==> src/rtl/addsub_arb_pkg.sv <==
// -----------------------------------------------------------------------------
// addsub_arb_pkg
//   Shared types and constants for the add/sub sharing arbiter.
//   - state_t   : scheduler FSM encoding (IDLE -> EXEC -> RESP -> IDLE)
//   - OP_ADD/SUB: request opcode values carried on req_op
//   - ovf_calc  : two's-complement overflow from operand/result sign bits.
//                 It is used only when ADDSUB_ARB_OVF_EN is defined.
// -----------------------------------------------------------------------------
package addsub_arb_pkg;

   typedef enum logic [1:0] {
      ST_IDLE = 2'd0,
      ST_EXEC = 2'd1,
      ST_RESP = 2'd2
   } state_t;

   localparam logic OP_ADD = 1'b0;
   localparam logic OP_SUB = 1'b1;

   // Signed overflow from the sign bits.
   // Add overflows when both operands share a sign and the sum's sign differs.
   // Sub overflows when the operand signs differ and the result's sign differs
   // from A.
   function automatic logic ovf_calc(input logic a_msb,
                                     input logic b_msb,
                                     input logic s_msb,
                                     input logic op);
      logic same_sign;
      same_sign = (a_msb == b_msb);
      if (op == OP_ADD)
         ovf_calc = same_sign && (s_msb != a_msb);
      else
         ovf_calc = !same_sign && (s_msb != a_msb);
   endfunction

endpackage

==> src/rtl/addsub_share_arb_rr_pick.sv <==
// -----------------------------------------------------------------------------
// rr_pick
//   Combinational round-robin priority picker. It searches req_i starting at
//   index ptr_i and moves upward, wrapping at NREQ. The first set bit wins.
//   Ports:
//     req_i  [NREQ]  request vector
//     ptr_i  [IW]    index with highest priority this cycle
//     gnt_o  [NREQ]  one-hot grant; zero when no request is set
//     idx_o  [IW]    binary index of the grant; zero when none
//     any_o          at least one request is present
// -----------------------------------------------------------------------------
module rr_pick #(
   parameter int unsigned NREQ = 2,
   parameter int unsigned IW   = $clog2(NREQ)
) (
   input  logic [NREQ-1:0] req_i,
   input  logic [IW-1:0]   ptr_i,
   output logic [NREQ-1:0] gnt_o,
   output logic [IW-1:0]   idx_o,
   output logic            any_o
);

   int unsigned k;
   logic [IW-1:0] kk;

   always_comb begin
      gnt_o = '0;
      idx_o = '0;
      any_o = 1'b0;
      k     = 0;
      kk    = '0;
      for (int unsigned i = 0; i < NREQ; i++) begin
         k = 32'(ptr_i) + i;
         if (k >= NREQ) k = k - NREQ;
         kk = IW'(k);
         if (!any_o && req_i[kk]) begin
            any_o     = 1'b1;
            gnt_o[kk] = 1'b1;
            idx_o     = kk;
         end
      end
   end

endmodule

==> src/rtl/addsub_share_arb.sv <==
// -----------------------------------------------------------------------------
// addsub_share_arb
//   Round-robin scheduler that shares one combinational ripple add/sub unit
//   among NREQ requesters. It accepts one operation at a time in IDLE. It then
//   drives the adder for SETTLE_CYC cycles, captures S/Cout, and presents the
//   result with the requester ID on a single valid/ready response channel.
//
//   Ports:
//     clk, rst_n             clock, asynchronous active-low reset
//     req_valid/req_ready    per-requester handshake; ready is one-hot, IDLE only
//     req_a/req_b/req_op     per-requester operands (slice i = requester i), op 1=sub
//     rsp_valid/rsp_ready    result handshake
//     rsp_id/rsp_sum/rsp_cout result: requester index, S, raw Cout
//     add_a/add_b/add_cin/add_sop  drive to the shared adder
//     add_s/add_cout         return from the shared adder
//
//   Optional feature: when ADDSUB_ARB_OVF_EN is defined, the rsp_ovf output
//   carries the signed overflow of the operation. It is captured with rsp_sum.
// -----------------------------------------------------------------------------
module addsub_share_arb
   import addsub_arb_pkg::*;
#(
   parameter int unsigned NREQ       = 2,
   parameter int unsigned W          = 4,
   parameter int unsigned SETTLE_CYC = 1
) (
   input  logic                     clk,
   input  logic                     rst_n,
   input  logic [NREQ-1:0]          req_valid,
   output logic [NREQ-1:0]          req_ready,
   input  logic [NREQ*W-1:0]        req_a,
   input  logic [NREQ*W-1:0]        req_b,
   input  logic [NREQ-1:0]          req_op,
   output logic                     rsp_valid,
   input  logic                     rsp_ready,
   output logic [$clog2(NREQ)-1:0]  rsp_id,
   output logic [W-1:0]             rsp_sum,
   output logic                     rsp_cout,
`ifdef ADDSUB_ARB_OVF_EN
   output logic                     rsp_ovf,
`endif
   output logic [W-1:0]             add_a,
   output logic [W-1:0]             add_b,
   output logic                     add_cin,
   output logic                     add_sop,
   input  logic [W-1:0]             add_s,
   input  logic                     add_cout
);

   localparam int unsigned IW       = $clog2(NREQ);
   localparam logic [3:0]  CNT_LAST = 4'(SETTLE_CYC - 1);

   state_t          state_q;
   logic [IW-1:0]   rr_ptr_q;
   logic [IW-1:0]   id_q;
   logic [3:0]      cnt_q;

   logic            rsp_valid_q;
   logic [IW-1:0]   rsp_id_q;
   logic [W-1:0]    rsp_sum_q;
   logic            rsp_cout_q;
`ifdef ADDSUB_ARB_OVF_EN
   logic            rsp_ovf_q;
`endif

   // The adder drive registers also serve as the latched operands. They hold
   // A/B/op for the whole EXEC phase and are cleared on the transition to RESP.
   logic [W-1:0]    add_a_q;
   logic [W-1:0]    add_b_q;
   logic            add_op_q;

   logic [NREQ-1:0] gnt;
   logic [IW-1:0]   gnt_idx;
   logic            gnt_any;
   logic [W-1:0]    sel_a;
   logic [W-1:0]    sel_b;
   logic            sel_op;

   rr_pick #(
      .NREQ (NREQ),
      .IW   (IW)
   ) u_pick (
      .req_i (req_valid),
      .ptr_i (rr_ptr_q),
      .gnt_o (gnt),
      .idx_o (gnt_idx),
      .any_o (gnt_any)
   );

   // Operand mux driven by the one-hot grant
   always_comb begin
      sel_a = '0;
      sel_b = '0;
      for (int unsigned i = 0; i < NREQ; i++) begin
         if (gnt[i]) begin
            sel_a = sel_a | req_a[i*W +: W];
            sel_b = sel_b | req_b[i*W +: W];
         end
      end
      sel_op = |(req_op & gnt);
   end

   assign req_ready = (state_q == ST_IDLE) ? gnt : '0;

   always_ff @(posedge clk or negedge rst_n) begin
      if (!rst_n) begin
         state_q     <= ST_IDLE;
         rr_ptr_q    <= '0;
         id_q        <= '0;
         cnt_q       <= '0;
         rsp_valid_q <= 1'b0;
         rsp_id_q    <= '0;
         rsp_sum_q   <= '0;
         rsp_cout_q  <= 1'b0;
`ifdef ADDSUB_ARB_OVF_EN
         rsp_ovf_q   <= 1'b0;
`endif
         add_a_q     <= '0;
         add_b_q     <= '0;
         add_op_q    <= 1'b0;
      end else begin
         case (state_q)
            ST_IDLE: begin
               if (gnt_any) begin
                  add_a_q  <= sel_a;
                  add_b_q  <= sel_b;
                  add_op_q <= (sel_op == OP_SUB);
                  id_q     <= gnt_idx;
                  rr_ptr_q <= (gnt_idx == IW'(NREQ - 1)) ? '0 : gnt_idx + 1'b1;
                  cnt_q    <= '0;
                  state_q  <= ST_EXEC;
               end
            end
            ST_EXEC: begin
               if (cnt_q == CNT_LAST) begin
                  rsp_sum_q   <= add_s;
                  rsp_cout_q  <= add_cout;
                  rsp_id_q    <= id_q;
`ifdef ADDSUB_ARB_OVF_EN
                  rsp_ovf_q   <= ovf_calc(add_a_q[W-1], add_b_q[W-1],
                                          add_s[W-1], add_op_q);
`endif
                  rsp_valid_q <= 1'b1;
                  add_a_q     <= '0;
                  add_b_q     <= '0;
                  add_op_q    <= 1'b0;
                  cnt_q       <= '0;
                  state_q     <= ST_RESP;
               end else begin
                  cnt_q <= cnt_q + 4'd1;
               end
            end
            ST_RESP: begin
               if (rsp_ready) begin
                  rsp_valid_q <= 1'b0;
                  state_q     <= ST_IDLE;
               end
            end
            default: state_q <= ST_IDLE;
         endcase
      end
   end

   assign rsp_valid = rsp_valid_q;
   assign rsp_id    = rsp_id_q;
   assign rsp_sum   = rsp_sum_q;
   assign rsp_cout  = rsp_cout_q;
`ifdef ADDSUB_ARB_OVF_EN
   assign rsp_ovf   = rsp_ovf_q;
`endif
   assign add_a     = add_a_q;
   assign add_b     = add_b_q;
   assign add_cin   = add_op_q;
   assign add_sop   = add_op_q;

endmodule

==> config.mk <==
export PLATFORM = sky130hd
export DESIGN_NAME = addsub_share_arb
export DESIGN_NICKNAME = d
export VERILOG_FILES = /design/src/rtl/addsub_arb_pkg.sv /design/src/rtl/addsub_share_arb_rr_pick.sv /design/src/rtl/addsub_share_arb.sv
export SDC_FILE = /design/constraint.sdc
export NUM_CORES = 1
export LEC_CHECK = 0
export ABC_AREA = 0
export ABC_CLOCK_PERIOD_IN_PS = 2000
export BUFFER_PORTS_ARGS = -buffer_cell sky130_fd_sc_hd__buf_2
export CAP_MARGIN = 10
export CORE_MARGIN = 4
export CORE_UTILIZATION = 45
export DETAILED_ROUTE_END_ITERATION = 8
export GPL_TIMING_DRIVEN = 0
export PLACE_DENSITY = 0.76
export SLEW_MARGIN = 20
export SYNTH_ARGS = -nofsm -noshare
export SYNTH_HDL_FRONTEND = slang
export SYNTH_HIERARCHICAL = 1
export SYNTH_SLANG_ARGS = --single-unit
==> constraint.sdc <==
create_clock -name clk -period 2 [get_ports clk]
set_input_delay 0.4 -clock clk [delete_from_list [all_inputs] [get_ports clk]]
set_output_delay 0.4 -clock clk [all_outputs]
set_load 0.03 [all_outputs]
==> metrics.md <==
| Metric | Value |
|---|---|
| Worst-path clk slew | between 0.1 and 0.15 ns |
| FMAX | between 500 and 600 MHz |
| Die width | 57.9 um |
| Fraction of layout cells with a size suffix above 1 | 0.434 |
| Synth top cells by count | dfrtp_1 (24), nand2_1 (13), a22oi_1 (9), o22ai_1 (9), mux2_2 (7) |
| Area grow syn2layout | 31.8% |
| DR vias/cell | around 5.6 |
| Final instance area | about 1500 um^2 |
| Crit path arrival time | about 2.2 ns |
| First DRT Iteration DRCs | 10 |
| Syn Nets | between 100 and 150 |
| WHS | 0.0442 ns |
| Final Cycle Share | 0.966 |
| Post-synth ARST share | 1.00 |
| Max Cap Violations | 0 |
| Reg-to-reg startpoint | cnt_q[0] |
| Largest net degree at the start of global routing | 25 |
| Max Transition Viols Final | 0 |
| CP Cell Sequence | inv_1, ha_1, or3b_4, nor3b_4, buf_12, mux2_2 |
| Share of the synthesized area in the top cell type | 0.537 |
| Cell Area, Placed | 1380 um^2 |
| RePlAce Congestion | roughly 0.70 |
| Synth Flop Type | dfrtp_1 |
| Post-synth EDFFs | 0 |
| Synth area leaders | dfrtp_1 (54%), mux2_2 (7.0%), a22oi_1 (6.0%) |
| Cells after Synth | around 100 |
| Total CTS buffers | 3 |
| PwrDens | ~1600 nW/um^2 |
| Tmin final | between 1.5 and 2 ns |
| CTS tree | done |
| Worst slew pin tran | 0.541 ns |
| CP max FO | 8 |
| Worst Hold Class | input port to asynchronous set/reset pin |
| Ant diodes | 0 |
| Quantity of I/O buffers inserted on ports | 46 |
| Final Util | 0.642 |
| Wirelength per Cell | roughly 15 um |
| Family with the most delay on the worst path | simple AND/OR/NAND/NOR gates |
| Initial antenna violation count | 0 |
| Slew HR | 0.639 |
| Row cnt | 17 |
| Startpoint Class | flip-flop |
| First-pass GRT wire length | roughly 4500 um |
| Crit path launch | cnt_q[0] |
| Critical-path top delay cell | dfrtp_1 |
| Initial Utilization | 0.487 |
| Fin nets | 183 |
| Most frequent cell after synthesis | dfrtp_1 |
| Die boundary height | about 58 um |
| Vias in the first global route | approximately 980 |
| Gr ovfl total | 0 |
| Worst skew pair latency | roughly 0.31 ns |
| Avg Synthesized Cell Area | 11.1 um^2 |
| CP Class | flip-flop to flip-flop |
| Worst Path Buf+Inv | 2 |
| Final Hold Viols | 0 |
| Cell taking the most area after synthesis | dfrtp_1 |
| CP Data Required Time | about 2.2 ns |
| Final HPWL DP | a little under 2000 um |
| Setup violations, final | 0 |
| Vias post-DR | approximately 1,000 |
| Crit-path max cell delay | approximately 0.46 ns |
| CTS root buf | clkbuf_4 |
| Tot GR Track Use | 0.169 |
| Cell variety after synth | 27 |
| CTS Sinks | 24 |
| Post-synthesis cell area | ~1100 um^2 |
| Maximum vdd drop | between 1 and 1.5 mV |
| Antenna viol nets, final | 0 |
| Status | finished clean |
| Clk buf depth | 2 |
| # hold bufs at CTS | 0 |
| IO Count | 47 |
| Sequential share of the synthesized area | 0.537 |
| Fillers | roughly 190 |
| #FFs+latches synth | 24 |
| DR pass1 iterations | 4 |
| Leakage | between 0.7 and 0.8 nW |
| Worst Skew | 0.0101 ns |
| Core area | ~2300 um^2 |
| Die area | about 3300 um^2 |
| Warnings from Yosys | 6 |
| # DRC | 0 |
| WL final | 2720 um |
| H-tree levels | 1 |
| Endpoint type of the worst setup path | flip-flop |
[repair_timing]
| action | 4_1_cts | 5_1_grt |
|---|---|---|
| setup endpoints to repair | 4 | 17 |
| pin swaps | 1 | 1 |
| gates resized for setup | 2 | 9 |
| setup buffers | 0 | 1 |
[layer usage]
layer | global-route usage | wire length (um) | vias to the layer above | share of wire
li1 | - | - | 469 | -
met3 | 0.0267 | 115 | 4 | 0.042
met5 | 0 | 0 | - | 0
met4 | 0.0662 | 33 | 0 | 0.012
met2 | 0.290 | 1360 | 27 | 0.50
met1 | 0.213 | 1210 | 500 | 0.44
[final timing paths]
| check | end | slack (ns) | cells after the start |
|---|---|---|---|
| max | rsp_cout | 0.07 | 6 |
| min | state_q[0] | 0.04 | 1 |
| max reg2reg | rsp_cout | 0.07 | 6 |
| min reg2reg | cnt_q[3] | 0.49 | 1 |
| max in group asynchronous | add_a[2] | 1.59 | 1 |
| min in group clk | rsp_sum[0] | 0.30 | 2 |
[sequential cells by signal, summed over array words and instances (netlist names)]
| name | flops |
|---|---|
| state_q | 2 |
| add_b | 4 |
| rr_ptr_q | 1 |
| add_a | 4 |
| rsp_id | 1 |
| id_q | 1 |
| cnt_q | 4 |
| rsp_cout | 1 |
| add_cin | 1 |
| rsp_valid | 1 |
| rsp_sum | 4 |
[through the flow]
step | setup slack [ns] | instances | total power, mW | TNS [ns]
after floorplan | 0.0248 | 101 | 1.65 | 0
after global placement | 0.0825 | 175 | 1.96 | 0
after detailed placement | 0.0172 | 175 | 2.00 | 0
after CTS | 0.0122 | 179 | 2.35 | 0
after global routing | -0.0563 | 180 | 2.55 | -0.0563
final | 0.0679 | 180 | 2.41 | 0
[placed cells by master, fill, tap and decap left out, types with 2 or more instances in the layout]
cell type,synthesis,routed
a22oi_1,9,9
nand2_1,13,13
nand3_1,2,2
clkbuf_4,0,4
buf_4,2,5
nor2b_1,2,2
a21boi_1,3,3
dfrtp_1,24,24
o22ai_1,9,9
o21ai_0,3,3
inv_1,3,3
buf_2,0,44
mux2_2,7,7
ha_1,2,2
nor3b_1,3,2
clkbuf_1,6,4
[cell families after synthesis]
family	Yosys count	share of synthesized area
compound gates	29	0.176
simple gates	27	0.142
flops	24	0.537
buf+inv	11	0.0436
mux	8	0.0794
fa+ha+maj	2	0.0224
[power breakdown]
part / switching, mW / internal [mW]
Clock: 0.147 / 0.203
Sequential: 0.119 / 0.683
Combinational: 0.781 / 0.475
Total: 1.05 / 1.36
[worst reg2reg max path, delay by kind of cell, from the launching register on]
kind,cells,cell delay (ns)
simple gates,2,0.67
mux,1,0.33
buf+inv,2,0.23
fa+ha+maj,1,0.14
flops,1,0.46
[final cells by class]
class	instances	area, um^2	area share
sequential	24	601	0.407
multi-input combinational	66	474	0.322
timing repair buffer	47	255	0.173
buffer	8	45.0	0.0306
tap	28	35.0	0.0238
clock inverter	1	30.0	0.0204
clock buffer	3	22.5	0.0153
inverter	3	11.3	0.00764
(Power assumes the default switching activity.)
